==> config.mk <==
export PLATFORM = sky130hd
export DESIGN_NAME = ram_arbiter_flat
export DESIGN_NICKNAME = d
export VERILOG_FILES = /design/src/rtl/ram_arbiter_if.sv /design/src/rtl/ram_arbiter.sv /design/src/flat_wrapper.sv
export SDC_FILE = /design/constraint.sdc
export NUM_CORES = 1
export LEC_CHECK = 0
export CAP_MARGIN = 30
export CORE_MARGIN = 3
export CORE_UTILIZATION = 42
export DETAILED_ROUTE_END_ITERATION = 6
export PLACE_DENSITY = 0.86
export SKIP_CTS_REPAIR_TIMING = 1
export SYNTH_ARGS = -nofsm -noshare
export SYNTH_HDL_FRONTEND = slang
export SYNTH_SLANG_ARGS = --single-unit
==> constraint.sdc <==
create_clock -name clk -period 6.38 [get_ports clk]
set_clock_uncertainty 0.05 [all_clocks]
set_input_delay 0.957 -clock clk [delete_from_list [all_inputs] [get_ports clk]]
set_output_delay 0.957 -clock clk [all_outputs]
set_load 0.01 [all_outputs]
==> src/rtl/ram_arbiter_if.sv <==
// ram_arbiter_if: single-word RAM access port between one requester and the arbiter.
interface ram_arbiter_if #(parameter int DATA_W = 16);
    logic              req;
    logic              we;
    logic [31:0]       addr;
    logic [DATA_W-1:0] wdata;
    logic              ack;
    logic [DATA_W-1:0] rdata;
    logic              rvalid;
    logic              err;
    modport master (output req, we, addr, wdata, input ack, rdata, rvalid, err);
    modport slave  (input req, we, addr, wdata, output ack, rdata, rvalid, err);
endinterface

==> src/rtl/ram_arbiter.sv <==
// ram_arbiter: two-port round-robin arbiter serialising single-word accesses to the SPRAM block.
// Define RAM_ARB_ADDR_CHECK_EN to reject addresses beyond ADDR_W bits with a pN_err pulse.
module ram_arbiter #(
    parameter int ADDR_W = 17,
    parameter int DATA_W = 16
) (
    input  logic              clk,
    input  logic              reset,
    ram_arbiter_if.slave      p0,
    ram_arbiter_if.slave      p1,
    output logic [31:0]       mem_addr,
    output logic              mem_wr_en,
    output logic              mem_rd_en,
    output logic [DATA_W-1:0] mem_data_write,
    input  logic [DATA_W-1:0] mem_data_read
);
`ifdef RAM_ARB_ADDR_CHECK_EN
    localparam bit ADDR_CHECK = 1'b1;
`else
    localparam bit ADDR_CHECK = 1'b0;
`endif

    typedef enum logic [1:0] {IDLE, ISSUE, RD_WAIT} state_t;

    state_t            state;
    logic              last_grant;
    logic              grant;
    logic              cmd_rd;
    logic              sel;
    logic              s_we;
    logic              bad;
    logic [31:0]       s_addr;
    logic [DATA_W-1:0] s_wdata;

    // A lone requester wins outright; on a tie the port that did not win last time goes.
    always_comb begin
        sel     = (p0.req & p1.req) ? ~last_grant : p1.req;
        s_we    = sel ? p1.we : p0.we;
        s_addr  = sel ? p1.addr : p0.addr;
        s_wdata = sel ? p1.wdata : p0.wdata;
        bad     = ADDR_CHECK && (s_addr[31:ADDR_W] != '0);
    end

    always_ff @(posedge clk or posedge reset) begin
        if (reset) begin
            state          <= IDLE;
            last_grant     <= 1'b1;
            grant          <= 1'b0;
            cmd_rd         <= 1'b0;
            mem_addr       <= '0;
            mem_wr_en      <= 1'b0;
            mem_rd_en      <= 1'b0;
            mem_data_write <= '0;
            p0.ack         <= 1'b0;
            p0.err         <= 1'b0;
            p0.rvalid      <= 1'b0;
            p0.rdata       <= '0;
            p1.ack         <= 1'b0;
            p1.err         <= 1'b0;
            p1.rvalid      <= 1'b0;
            p1.rdata       <= '0;
        end else begin
            mem_wr_en <= 1'b0;
            mem_rd_en <= 1'b0;
            p0.ack    <= 1'b0;
            p0.err    <= 1'b0;
            p0.rvalid <= 1'b0;
            p1.ack    <= 1'b0;
            p1.err    <= 1'b0;
            p1.rvalid <= 1'b0;
            unique case (state)
                IDLE: if (p0.req || p1.req) begin
                    // Command is registered straight onto the RAM bus so it is live during ISSUE.
                    state      <= ISSUE;
                    grant      <= sel;
                    last_grant <= sel;
                    cmd_rd     <= ~s_we & ~bad;
                    mem_wr_en  <= s_we & ~bad;
                    mem_rd_en  <= ~s_we & ~bad;
                    p0.ack     <= ~sel;
                    p1.ack     <= sel;
                    p0.err     <= ~sel & bad;
                    p1.err     <= sel & bad;
                    if (!bad) begin
                        mem_addr       <= s_addr;
                        mem_data_write <= s_wdata;
                    end
                end
                ISSUE: state <= cmd_rd ? RD_WAIT : IDLE;
                RD_WAIT: begin
                    state <= IDLE;
                    if (grant) begin
                        p1.rdata  <= mem_data_read;
                        p1.rvalid <= 1'b1;
                    end else begin
                        p0.rdata  <= mem_data_read;
                        p0.rvalid <= 1'b1;
                    end
                end
                default: state <= IDLE;
            endcase
        end
    end
endmodule

==> src/flat_wrapper.sv <==
// flat-port wrapper written by rule: the top's interface ports become plain ports
module ram_arbiter_flat 
#(
    parameter int ADDR_W = 17,
    parameter int DATA_W = 16
)
  (clk, reset, mem_addr, mem_wr_en, mem_rd_en, mem_data_write, mem_data_read, p0_req, p0_we, p0_addr, p0_wdata, p0_ack, p0_rdata, p0_rvalid, p0_err, p1_req, p1_we, p1_addr, p1_wdata, p1_ack, p1_rdata, p1_rvalid, p1_err);
  ram_arbiter_if #(.DATA_W(DATA_W)) p0_i ();
  ram_arbiter_if #(.DATA_W(DATA_W)) p1_i ();
  input  logic clk;
  input  logic reset;
  output logic [31:0] mem_addr;
  output logic mem_wr_en;
  output logic mem_rd_en;
  output logic [DATA_W-1:0] mem_data_write;
  input  logic [DATA_W-1:0] mem_data_read;
  input wire logic [$bits(p0_i.req)-1:0] p0_req;
  input wire logic [$bits(p0_i.we)-1:0] p0_we;
  input wire logic [$bits(p0_i.addr)-1:0] p0_addr;
  input wire logic [$bits(p0_i.wdata)-1:0] p0_wdata;
  output wire logic [$bits(p0_i.ack)-1:0] p0_ack;
  output wire logic [$bits(p0_i.rdata)-1:0] p0_rdata;
  output wire logic [$bits(p0_i.rvalid)-1:0] p0_rvalid;
  output wire logic [$bits(p0_i.err)-1:0] p0_err;
  input wire logic [$bits(p1_i.req)-1:0] p1_req;
  input wire logic [$bits(p1_i.we)-1:0] p1_we;
  input wire logic [$bits(p1_i.addr)-1:0] p1_addr;
  input wire logic [$bits(p1_i.wdata)-1:0] p1_wdata;
  output wire logic [$bits(p1_i.ack)-1:0] p1_ack;
  output wire logic [$bits(p1_i.rdata)-1:0] p1_rdata;
  output wire logic [$bits(p1_i.rvalid)-1:0] p1_rvalid;
  output wire logic [$bits(p1_i.err)-1:0] p1_err;
  assign p0_i.req = p0_req;
  assign p0_i.we = p0_we;
  assign p0_i.addr = p0_addr;
  assign p0_i.wdata = p0_wdata;
  assign p0_ack = p0_i.ack;
  assign p0_rdata = p0_i.rdata;
  assign p0_rvalid = p0_i.rvalid;
  assign p0_err = p0_i.err;
  assign p1_i.req = p1_req;
  assign p1_i.we = p1_we;
  assign p1_i.addr = p1_addr;
  assign p1_i.wdata = p1_wdata;
  assign p1_ack = p1_i.ack;
  assign p1_rdata = p1_i.rdata;
  assign p1_rvalid = p1_i.rvalid;
  assign p1_err = p1_i.err;
  ram_arbiter #(.ADDR_W(ADDR_W), .DATA_W(DATA_W)) u_core (.clk(clk), .reset(reset), .p0(p0_i), .p1(p1_i), .mem_addr(mem_addr), .mem_wr_en(mem_wr_en), .mem_rd_en(mem_rd_en), .mem_data_write(mem_data_write), .mem_data_read(mem_data_read));
endmodule
# [Yosys cells after proc, flatten, opt, wreduce, memory -nomap -nowiden]
# Cells that the tools add are included.
# W data, S select, Z words.
[word_totals] out_inout_bits=88 rom_bits=0 in_bits=118 mem_bits_rw=0 memories=0 word_cells=46 regBits=91 latchBits=0
[op_classes] mux=19 eq_ne=3 shifts=0 bitwise=5 magnitude_cmp=0 mul=0 div=0 reduce_logical=5 n_addsub=0
[op_table] cell="$mux W32" count=1
[op_table] cell="$mux W16" count=1
[op_table] cell="$mux W1" count=14
[op_table] cell="$reduce_and A2 Y1" count=3
[op_table] cell="$mux W2" count=2
[op_table] cell="$not A1 Y1" count=4
[op_table] cell="$pmux W2 S2" count=1
[op_table] cell="$eq A2 B1 Y1 const B" count=1
[op_table] cell="$eq A2 B2 Y1 const B" count=1
[op_table] cell="$logic_not A2 Y1" count=1
[op_table] cell="$ne A2 B1 Y1 const B" count=1
[op_table] cell="$and A1 B1 Y1" count=1
[op_table] cell="$logic_or A1 B1 Y1" count=1

# [Depth between registers and ports, before layout]
# Gate-level depths: netlist of the first run.
[depth] word_depth=6 ltp_mapped=5 depth_no_buf=4

# [Worst setup path before layout of the first run]
# Ideal clock, no wire load.
[synth_timing] kind="input -> register" startpoint="input p1_req" endpoint="register u_core.mem_addr[10]" setup_ns=0.126 slack_ns=4.431 required_ns=6.204 path_buffers=2 path_stages=5 arrival_ns=1.773 cell_sequence="a21boi_1 -> buf_2 -> buf_2 -> and3_1 -> a221o_1"
[synth_via] elab_chain_cells=3 elab_cells_between_ends=5 classes_between="mux (2); bitwise (1); reduce/logical (2)"
[synth_lines] element="from (decl)" line_no="flat_wrapper.sv:25" rtl="input wire logic [$bits(p1_i.req)-1:0] p1_req;"
[synth_lines] element="$and A1 B1 Y1" line_no="ram_arbiter.sv:37" rtl="sel = (p0.req & p1.req) ? ~last_grant : p1.req;"
[synth_lines] element="$mux W1" line_no="ram_arbiter.sv:37"
[synth_lines] element="$mux W32" line_no="ram_arbiter.sv:39" rtl="s_addr = sel ? p1.addr : p0.addr;"
[synth_lines] element="to (signal assigned)" line_no="ram_arbiter.sv:85" rtl="mem_addr <= s_addr;"
[synth_lines] element="to (decl)" line_no="ram_arbiter.sv:11" rtl="output logic [31:0] mem_addr,"
# Parallel ways exist; a longest one is shown, timed or not.
# A chain may end at the register's enable or synchronous reset.

# [Final worst setup path of the first run]
[layout_timing] startpoint="input p1_req" endpoint="register u_core.cmd_rd"
[layout_via] elab_chain_cells=4 elab_cells_between_ends=6 classes_between="mux (2); bitwise (2); reduce/logical (2)"
[layout_lines] element="$and A1 B1 Y1" line_no="ram_arbiter.sv:37"
[layout_lines] element="$mux W1" line_no="ram_arbiter.sv:37"
[layout_lines] element="$mux W1" line_no="ram_arbiter.sv:38" rtl="s_we = sel ? p1.we : p0.we;"
[layout_lines] element="$not A1 Y1" line_no="ram_arbiter.sv:77" rtl="cmd_rd <= ~s_we & ~bad;"
[layout_lines] element="to (signal assigned)" line_no="ram_arbiter.sv:77"
[layout_lines] element="to (decl)" line_no="ram_arbiter.sv:28" rtl="logic cmd_rd;"
# Parallel ways exist; a longest one is shown, timed or not.

==> flow_summary_export.csv, run 1 <==
group,metric,value,unit
status,status,"finished clean",
synth,synth_area_per_cell,14.2,µm²
finish,drive_above_1_share,0.123,
die,ios,206,
critical_path,critPathKind,"input port to flop",
sta,whs,0.443,ns
synth,synth_top_family_by_area,"compound AO/OA/AOI/OAI gates",
sta,drv_slew,0,
clock_tree,cts_tree,"yes",
critical_path,slowest_stage,"a21boi_4",
global_routing,grt_pass1_vias,3272,
sta,worst_slack,3.66,ns
finish,fillers,578,
finish,final_area,5990,µm²
critical_path,end_kind,"flop",
critical_path,worstReg2RegEnd,"u_core.mem_addr[9]",
die,die_h,100,µm
finish,layout_commonest_cell,"clkdlybuf4s50_1",
routing,drcViolationCount,0,
placed_design,pre_cts_slack,3.26,ns
routing,dr.pass1.iters,4,
placed_design,dp_hpwl,7940,µm
global_routing,grt.overflow.total,0,
critical_path,crit_end,"u_core.cmd_rd",
routing,drt_iter0_drc,79,
clock_tree,cts-buffers-inserted,9,
routing,post_drt_via_cell_ratio,5.40,
placed_design,placed_cell_area,5800,µm²
critical_path,critical_path.startpoint,"p1_req",
die,start_util,0.445,
clock_tree,root_buffer,"clkbuf_8",
critical_path,worst-path-buf-inv,1,
synth,syn_inst,264,
power,total_power,2.78,mW
synth,synth_compound_area_frac,0.134,
placed_design,gp_congestion,0.798,
global_routing,grt_usage,0.214,
sta,fin_setup_tns,0,ns
sta,slew_headroom,0.320,
synth,async_reset_ff_frac,1.00,
routing,wire_per_inst,19.0,µm
global_routing,antenna_found_initial,0,
finish,nets,576,
finish,most-common-layout-cells,"203 x clkdlybuf4s50_1, 90 x dfrtp_1, 46 x and3_1, 46 x a221o_1, 28 x mux2_2",
synth,synth_mux_area_frac,0.114,
synth,synth.distinct_cells,28,
clock_tree,path_clk_slew,0.09,ns
placed_design,io_buffer_count,203,
critical_path,cp_max_fo,47,
power,power_density,463,nW/µm²
power,power_leakage,2.66,nW
synth,synth_area,3750,µm²
critical_path,r2r_setup_slack,4.32,ns
critical_path,worstPathCellList,"clkdlybuf4s50_1 -> a21boi_4 -> mux2i_1 -> mux2_2",
sta,rsz0062_at_grt,"no",
synth,synth-edff-count,0,
critical_path,slowest_delay,0.84,ns
finish,final_util,0.712,
die,coreArea,8420,µm²
sta,finalHoldViolCount,0,
routing,routed_wl,10800,µm
critical_path,worstReg2RegStart,"u_core.state[0]",
sta,fmax,0.367,GHz
finish,insertedDiodeCount,0,
placed_design,place_inst,552,
clock_tree,clock_path_buffers,2,
sta,worst_slew_pin_slew,1.02,ns
die,die-area,10100,µm²
critical_path,worst-path-stages,4,
synth,synth_ff_type,"dfrtp_1",
synth,synth-simple-area-share,0.0972,
synth,synth_seq_cells,91,
finish,final_cells,568,
clock_tree,h-tree-depth,3,
finish,syn_to_final_growth,60.0,%
clock_tree,cts.sinks,91,
sta,layout_min_cycle_time,2.72,ns
synth,synth-xor-area-share,0,
synth,synth_fa_ha_area_frac,0,
routing,routed-via-count,3070,
critical_path,cp_top_family,"compound AO/OA/AOI/OAI gates",
power,peakVddDrop,0.000205,V
flow_run,drv_cap,0,
critical_path,crit_required,6.57,ns
worst_hold_path,min_path_type,"flop to flop",
routing,ant_nets,0,
critical_path,start_kind,"input port",
critical_path,arrival,2.91,ns
die,rows,33,
synth,ys_warn_count,0,
global_routing,grt_max_degree,50,
clock_tree,insertion_delay,0.34,ns
synth,synth_seq_area_share,0.608,
sta,setup-violations-final,0,
global_routing,grt_pass1_wl,16800,µm
die,die_w,100,µm
sta,fin_crit_sh,0.427,
critical_path,rr_worst_depth,5,
-- cells in the mapped netlist, drive strengths merged, types with 2 or more instances --
cell type  count  area share
dfrtp         90        0.60
a221o         46        0.12
mux2          37        0.11
and3          47       0.080
buf           17       0.035
a21o           2      0.0040
inv            3      0.0030
clkbuf         7      0.0073
nor2           3      0.0037
-- cell type report --
class	instances	area (µm²)	share of cell area
Inverter	3	12.5	0.00209
Multi-Input combinational cell	147	1320	0.220
Tap cell	105	131	0.0219
Clock inverter	7	75.1	0.0125
Timing Repair Buffer	206	2050	0.343
Sequential cell	91	2280	0.380
Clock buffer	9	124	0.0207
-- sequential cells by signal (all words and copies together) (netlist names) --
register / flops
u_core.mem_rd_en: 1
u_core.cmd_rd: 1
u_core.grant: 1
u_core.mem_wr_en: 1
u_core.p0.ack: 1
u_core.mem_addr: 32
u_core.p0.rvalid: 1
u_core.state: 2
u_core.mem_data_write: 16
u_core.last_grant: 1
u_core.p0.rdata: 16
u_core.p1.ack: 1
u_core.p1.rvalid: 1
u_core.p1.rdata: 16
-- metal layers --
| metal | up-vias | track usage | part of all wire |
|---|---|---|---|
| met5 | - | 0 | 0 |
| met4 | 0 | 0.0767 | 0.014 |
| met3 | 12 | 0.0827 | 0.11 |
| met2 | 170 | 0.338 | 0.47 |
| met1 | 1494 | 0.269 | 0.40 |
| li1 | 1394 | - | - |
-- power breakdown --
part           switching [mW]  internal [mW]
Clock                   0.207          0.183
Sequential              0.164          0.861
Combinational           0.552          0.809
-- worst register-to-register path, delay by kind of cell, from the launching register on --
| kind | cells | cell delay, ns |
|---|---|---|
| simple gates | 1 | 0.10 |
| buf+inv | 2 | 0.70 |
| flops | 1 | 0.46 |
| compound gates | 2 | 0.64 |
-- how the worst min path moves through the flow --
stage,startpoint,to,cells past startpoint
finish,u_core.p0.rdata[5],u_core.p0.rdata[5],1
global route,u_core.p0.rdata[4],u_core.p0.rdata[4],1
CTS,u_core.p0.rdata[5],u_core.p0.rdata[5],1
detailed placement,u_core.p0.rdata[5],u_core.p0.rdata[5],1
global placement,u_core.p0.rdata[11],u_core.p0.rdata[11],1
floorplan,u_core.cmd_rd,u_core.state[1],2
-- kinds of logic after synthesis --
kind of cell,Yosys count
other,1
AO/OA/AOI/OAI,51
AND/OR/NAND/NOR,56
flip-flops,91
buffers and inverters,27
multiplexers,38
Power figures use the tool's default switching activity.
==> inputs of run 2 (changes only) <==
Settings changed: CORE_UTILIZATION 42 to 39, PLACE_DENSITY 0.86 to 0.81.
Clock period 6.38 ns to 2.7 ns, I/O delays scaled along.
==> run 2 against run 1 <==
  * Combinational power is 140% higher
  * Utilization is 5.7 points lower
  * Highest routed layer unchanged
  * Wire length is 0.31% higher
  * Design area is 1.4% higher
  * Global-route usage is 0.95 points lower
  * Sequential share of layout area is 0.52 points lower
  * Worst setup slack worse by 3.0 ns
  * Sequential power is 140% higher
  * First-iteration DRC count is 33% higher
==> flow_summary_export.csv, run 2 (same netlist as run 1, synthesis figures left out) <==
group,metric,value,unit
status,status,"finished clean",
power,power_leakage,2.68,nW
sta,rsz0062_at_grt,"no",
die,ios,206,
placed_design,io_buffer_count,203,
critical_path,cp_max_fo,47,
clock_tree,h-tree-depth,3,
critical_path,arrival,2.22,ns
die,rows,35,
sta,layout_min_cycle_time,2.00,ns
die,coreArea,9280,µm²
finish,nets,581,
finish,drive_above_1_share,0.130,
finish,ff_latch_area,2280,µm²
worst_hold_path,min_path_type,"flop to flop",
placed_design,place_inst,581,
sta,worst_slack,0.696,ns
finish,final_util,0.655,
global_routing,grt.overflow.total,0,
clock_tree,root_buffer,"clkbuf_8",
power,total_power,6.63,mW
placed_design,gp_congestion,0.751,
global_routing,grt_max_degree,92,
routing,routed_wl,10800,µm
flow_run,drv_cap,0,
power,peakVddDrop,0.000443,V
routing,dr.pass1.iters,4,
clock_tree,cts_tree,"yes",
power,power_density,1090,nW/µm²
sta,whs,0.445,ns
clock_tree,path_clk_slew,0.10,ns
routing,wire_per_inst,18.2,µm
sta,drv_slew,0,
sta,worst_slew_pin_slew,0.545,ns
finish,most-common-layout-cells,"203 x clkdlybuf4s50_1, 90 x dfrtp_1, 46 x and3_1, 46 x a221o_1, 28 x mux2_2",
routing,post_drt_via_cell_ratio,5.20,
sta,setup-violations-final,0,
global_routing,grt_usage,0.205,
global_routing,grt_pass1_wl,17700,µm
clock_tree,clock_path_buffers,2,
die,die_w,104,µm
sta,fin_crit_sh,0.742,
clock_tree,cts-buffers-inserted,9,
critical_path,crit_required,2.92,ns
finish,multi_input_area,1320,µm²
sta,finalHoldViolCount,0,
finish,top_register,"u_core.mem_addr",
finish,syn_to_final_growth,62.3,%
finish,fillers,708,
finish,largest_register_ffs,32,
placed_design,placed_cell_area,5880,µm²
placed_design,pre_cts_slack,0.656,ns
sta,fin_setup_tns,0,ns
global_routing,grt_pass1_vias,3357,
routing,drcViolationCount,0,
clock_tree,cts.sinks,91,
die,die_h,104,µm
critical_path,start_kind,"flop",
global_routing,antenna_found_initial,0,
routing,routed-via-count,3107,
clock_tree,insertion_delay,0.34,ns
placed_design,dp_hpwl,8100,µm
die,die-area,10800,µm²
sta,slew_headroom,0.636,
sta,fmax,0.499,GHz
routing,ant_nets,0,
finish,final_cells,597,
die,start_util,0.404,
critical_path,critPathKind,"flop to flop",
critical_path,end_kind,"flop",
finish,layout_commonest_cell,"clkdlybuf4s50_1",
finish,insertedDiodeCount,0,
routing,drt_iter0_drc,105,
finish,final_area,6080,µm²
==> run 2: path summary, 6_finish.rpt <==
check	startpoint	end	slack, ns	depth (start not counted)
min in group asynchronous	reset	u_core.p0.rdata[12]	0.46	3
hold reg to reg	u_core.p0.rdata[11]	u_core.p0.rdata[11]	0.45	1
hold / removal	u_core.p0.rdata[11]	u_core.p0.rdata[11]	0.45	1
max in group asynchronous	reset	u_core.mem_addr[13]	1.73	3
setup / recovery	u_core.state[1]	u_core.mem_data_write[9]	0.70	4
setup reg to reg	u_core.state[1]	u_core.mem_data_write[9]	0.70	4
==> run 2: layer usage <==
| layer | part of all wire | global-route usage | up-vias |
|---|---|---|---|
| met1 | 0.40 | 0.255 | 1516 |
| li1 | - | - | 1400 |
| met4 | 0.019 | 0.0655 | 0 |
| met2 | 0.49 | 0.342 | 172 |
| met3 | 0.090 | 0.0621 | 19 |
| met5 | 0 | 0 | - |
==> run 2: worst max-delay path: stages (launching register included) <==
cell     delay, ns
dfrtp_1       0.44
nor2_2        0.24
buf_4         0.31
and3_4        0.58
a221o_1       0.25
==> run 2: power breakdown <==
part	leakage [nW]	total (mW)	switching (mW)	internal, mW
Sequential	1.11	2.44	0.402	2.03
Combinational	1.48	3.26	1.32	1.95
Clock	0.0910	0.931	0.493	0.438
==> run 2: cell type report <==
| cell class | instances | share of cell area |
|---|---|---|
| clock buffer | 10 | 0.0210 |
| clock inverter | 6 | 0.0119 |
| inverter | 3 | 0.00247 |
| sequential | 91 | 0.375 |
| multi-input combinational | 147 | 0.217 |
| timing repair buffer | 211 | 0.346 |
| tap | 129 | 0.0266 |
==> inputs of run 3 (changes only) <==
Settings changed: CORE_UTILIZATION 39 to 35, PLACE_DENSITY 0.81 to 0.77.
Clock period 2.7 ns to 1.83 ns, I/O delays scaled along.
==> run 3 against run 2 <==
  * Design area is 1.7% higher
  * Register-to-register slack got worse by 0.61 ns
  * Global-route usage decreased by 2.2 points
  * Wire length up 1.2%
  * Clock-buffer cell count down 1
  * Power rose by 52%
  * Non-clock buffer count rose by 4
  * Final cell count up 1.8%
  * Die area up 11%
  * Critical endpoint unchanged
  * Largest cell class unchanged
==> flow_summary_export.csv, run 3 (same netlist as run 1, synthesis figures left out) <==
group,metric,value,unit
sta,drv_slew,0,
sta,fin_setup_tns,0,ns
die,rows,37,
finish,nets,585,
die,die_w,109,µm
clock_tree,cts.sinks,91,
critical_path,worstReg2RegStart,"u_core.state[0]",
sta,setup-violations-final,0,
finish,layout_commonest_cell,"clkdlybuf4s50_1",
global_routing,antenna_found_initial,0,
clock_tree,root_buffer,"clkbuf_8",
sta,worst_slew_pin_slew,0.554,ns
critical_path,arrival,1.98,ns
clock_tree,clock_path_buffers,2,
routing,ant_nets,0,
routing,drt_iter0_drc,125,
die,die-area,12000,µm²
critical_path,worst-path-buf-inv,0,
sta,rsz0062_at_grt,"no",
placed_design,place_inst,592,
finish,drive_above_1_share,0.140,
sta,fmax,0.575,GHz
flow_run,drv_cap,0,
critical_path,r2r_setup_slack,0.09,ns
sta,finalHoldViolCount,0,
critical_path,cp_max_fo,47,
die,start_util,0.361,
routing,dr.pass1.iters,5,
finish,insertedDiodeCount,0,
critical_path,start_kind,"flop",
global_routing,grt.overflow.total,0,
critical_path,end_kind,"flop",
critical_path,slowest_stage,"and3_4",
routing,wire_per_inst,18.0,µm
finish,top_register,"u_core.mem_addr",
routing,post_drt_via_cell_ratio,5.11,
routing,met1_length,4170,µm
global_routing,grt_max_degree,50,
die,ios,206,
critical_path,worstPathCellList,"nor2_2 -> and3_4 -> a221o_1",
clock_tree,h-tree-depth,3,
clock_tree,cts-buffers-inserted,9,
finish,final_area,6180,µm²
worst_hold_path,min_path_type,"input port to asynchronous set/reset pin",
die,die_h,109,µm
routing,routed-via-count,3107,
power,total_power,10.1,mW
critical_path,worstReg2RegEnd,"u_core.mem_data_write[9]",
finish,largest_register_ffs,32,
sta,slew_headroom,0.631,
routing,drcViolationCount,0,
finish,syn_to_final_growth,65.0,%
power,power_density,1630,nW/µm²
clock_tree,insertion_delay,0.35,ns
placed_design,placed_cell_area,5940,µm²
global_routing,grt_usage,0.183,
critical_path,rr_worst_depth,3,
clock_tree,cts_tree,"yes",
routing,wl_met2,5370,µm
routing,dr_wl_met3,1290,µm
critical_path,crit_required,2.07,ns
placed_design,io_buffer_count,203,
routing,maxUsedRoutingLayer,"met4",
sta,fin_crit_sh,0.951,
critical_path,cp_top_family,"simple AND/OR/NAND/NOR gates",
finish,most-common-layout-cells,"203 x clkdlybuf4s50_1, 90 x dfrtp_1, 46 x and3_1, 46 x a221o_1, 28 x mux2_2",
critical_path,slowest_delay,0.59,ns
sta,layout_min_cycle_time,1.74,ns
power,peakVddDrop,0.000719,V
global_routing,grt_pass1_wl,16500,µm
status,status,"finished clean",
placed_design,gp_congestion,0.731,
finish,final_util,0.596,
routing,routed_wl,11000,µm
clock_tree,path_clk_slew,0.09,ns
power,power_leakage,2.74,nW
global_routing,grt_pass1_vias,3139,
finish,final_cells,608,
placed_design,dp_hpwl,8190,µm
die,coreArea,10400,µm²
critical_path,critPathKind,"flop to flop",
## run 3: cell types whose count changed in the layout (fill, tap and decap cells not counted), sizes merged
cell and change:
clkinv +3, clkinvlp -2, bufinv +2, buf +4, inv -2, clkbuf -1
## run 3: worst max-delay path by stage
stage | start | end | slack [ns] | cells past startpoint
5_1_grt | u_core.state[0] | u_core.mem_data_write[9] | 0.003 | 3
4_1_cts | u_core.state[0] | u_core.mem_data_write[9] | 0.06 | 3
6_report | u_core.state[0] | u_core.mem_data_write[9] | 0.09 | 3
2_1_floorplan | u_core.state[0] | u_core.p0.rdata[10] | 0.37 | 3
3_3_place_gp | p0_req | u_core.mem_addr[10] | 0.02 | 5
3_5_place_dp | p0_req | u_core.mem_addr[10] | -0.02 | 5
## run 3: routing by layer
metal	track usage	up-vias
met4	0.0730	0
met1	0.205	1519
met2	0.316	162
met3	0.0646	11
li1	-	1415
met5	0	-
## run 3: through the flow
step / setup slack (ns) / hold WS (ns)
2_1_floorplan: 0.366 / 0.359
3_3_place_gp: 0.0175 / 0.416
3_5_place_dp: -0.0230 / 0.424
4_1_cts: 0.0602 / 0.290
5_1_grt: 0.00251 / 0.308
6_report: 0.0899 / 0.298
## run 3: cell type report
class | count | area (µm²)
fill | 859 | 4190
sequential | 91 | 2280
timing repair buffer | 215 | 2160
multi-input combinational | 147 | 1320
tap | 136 | 170
clock buffer | 9 | 124
clock inverter | 7 | 116
inverter | 3 | 15.0
## run 3: power breakdown
part / internal, mW / switching [mW]
clock network: 0.905 / 0.706
logic: 2.94 / 1.96
registers: 3.00 / 0.575
## run 3: worst register-to-register path, cell delays in order, from the launching register on
cell,delay [ns]
dfrtp_1,0.46
nor2_2,0.26
and3_4,0.59
a221o_1,0.31
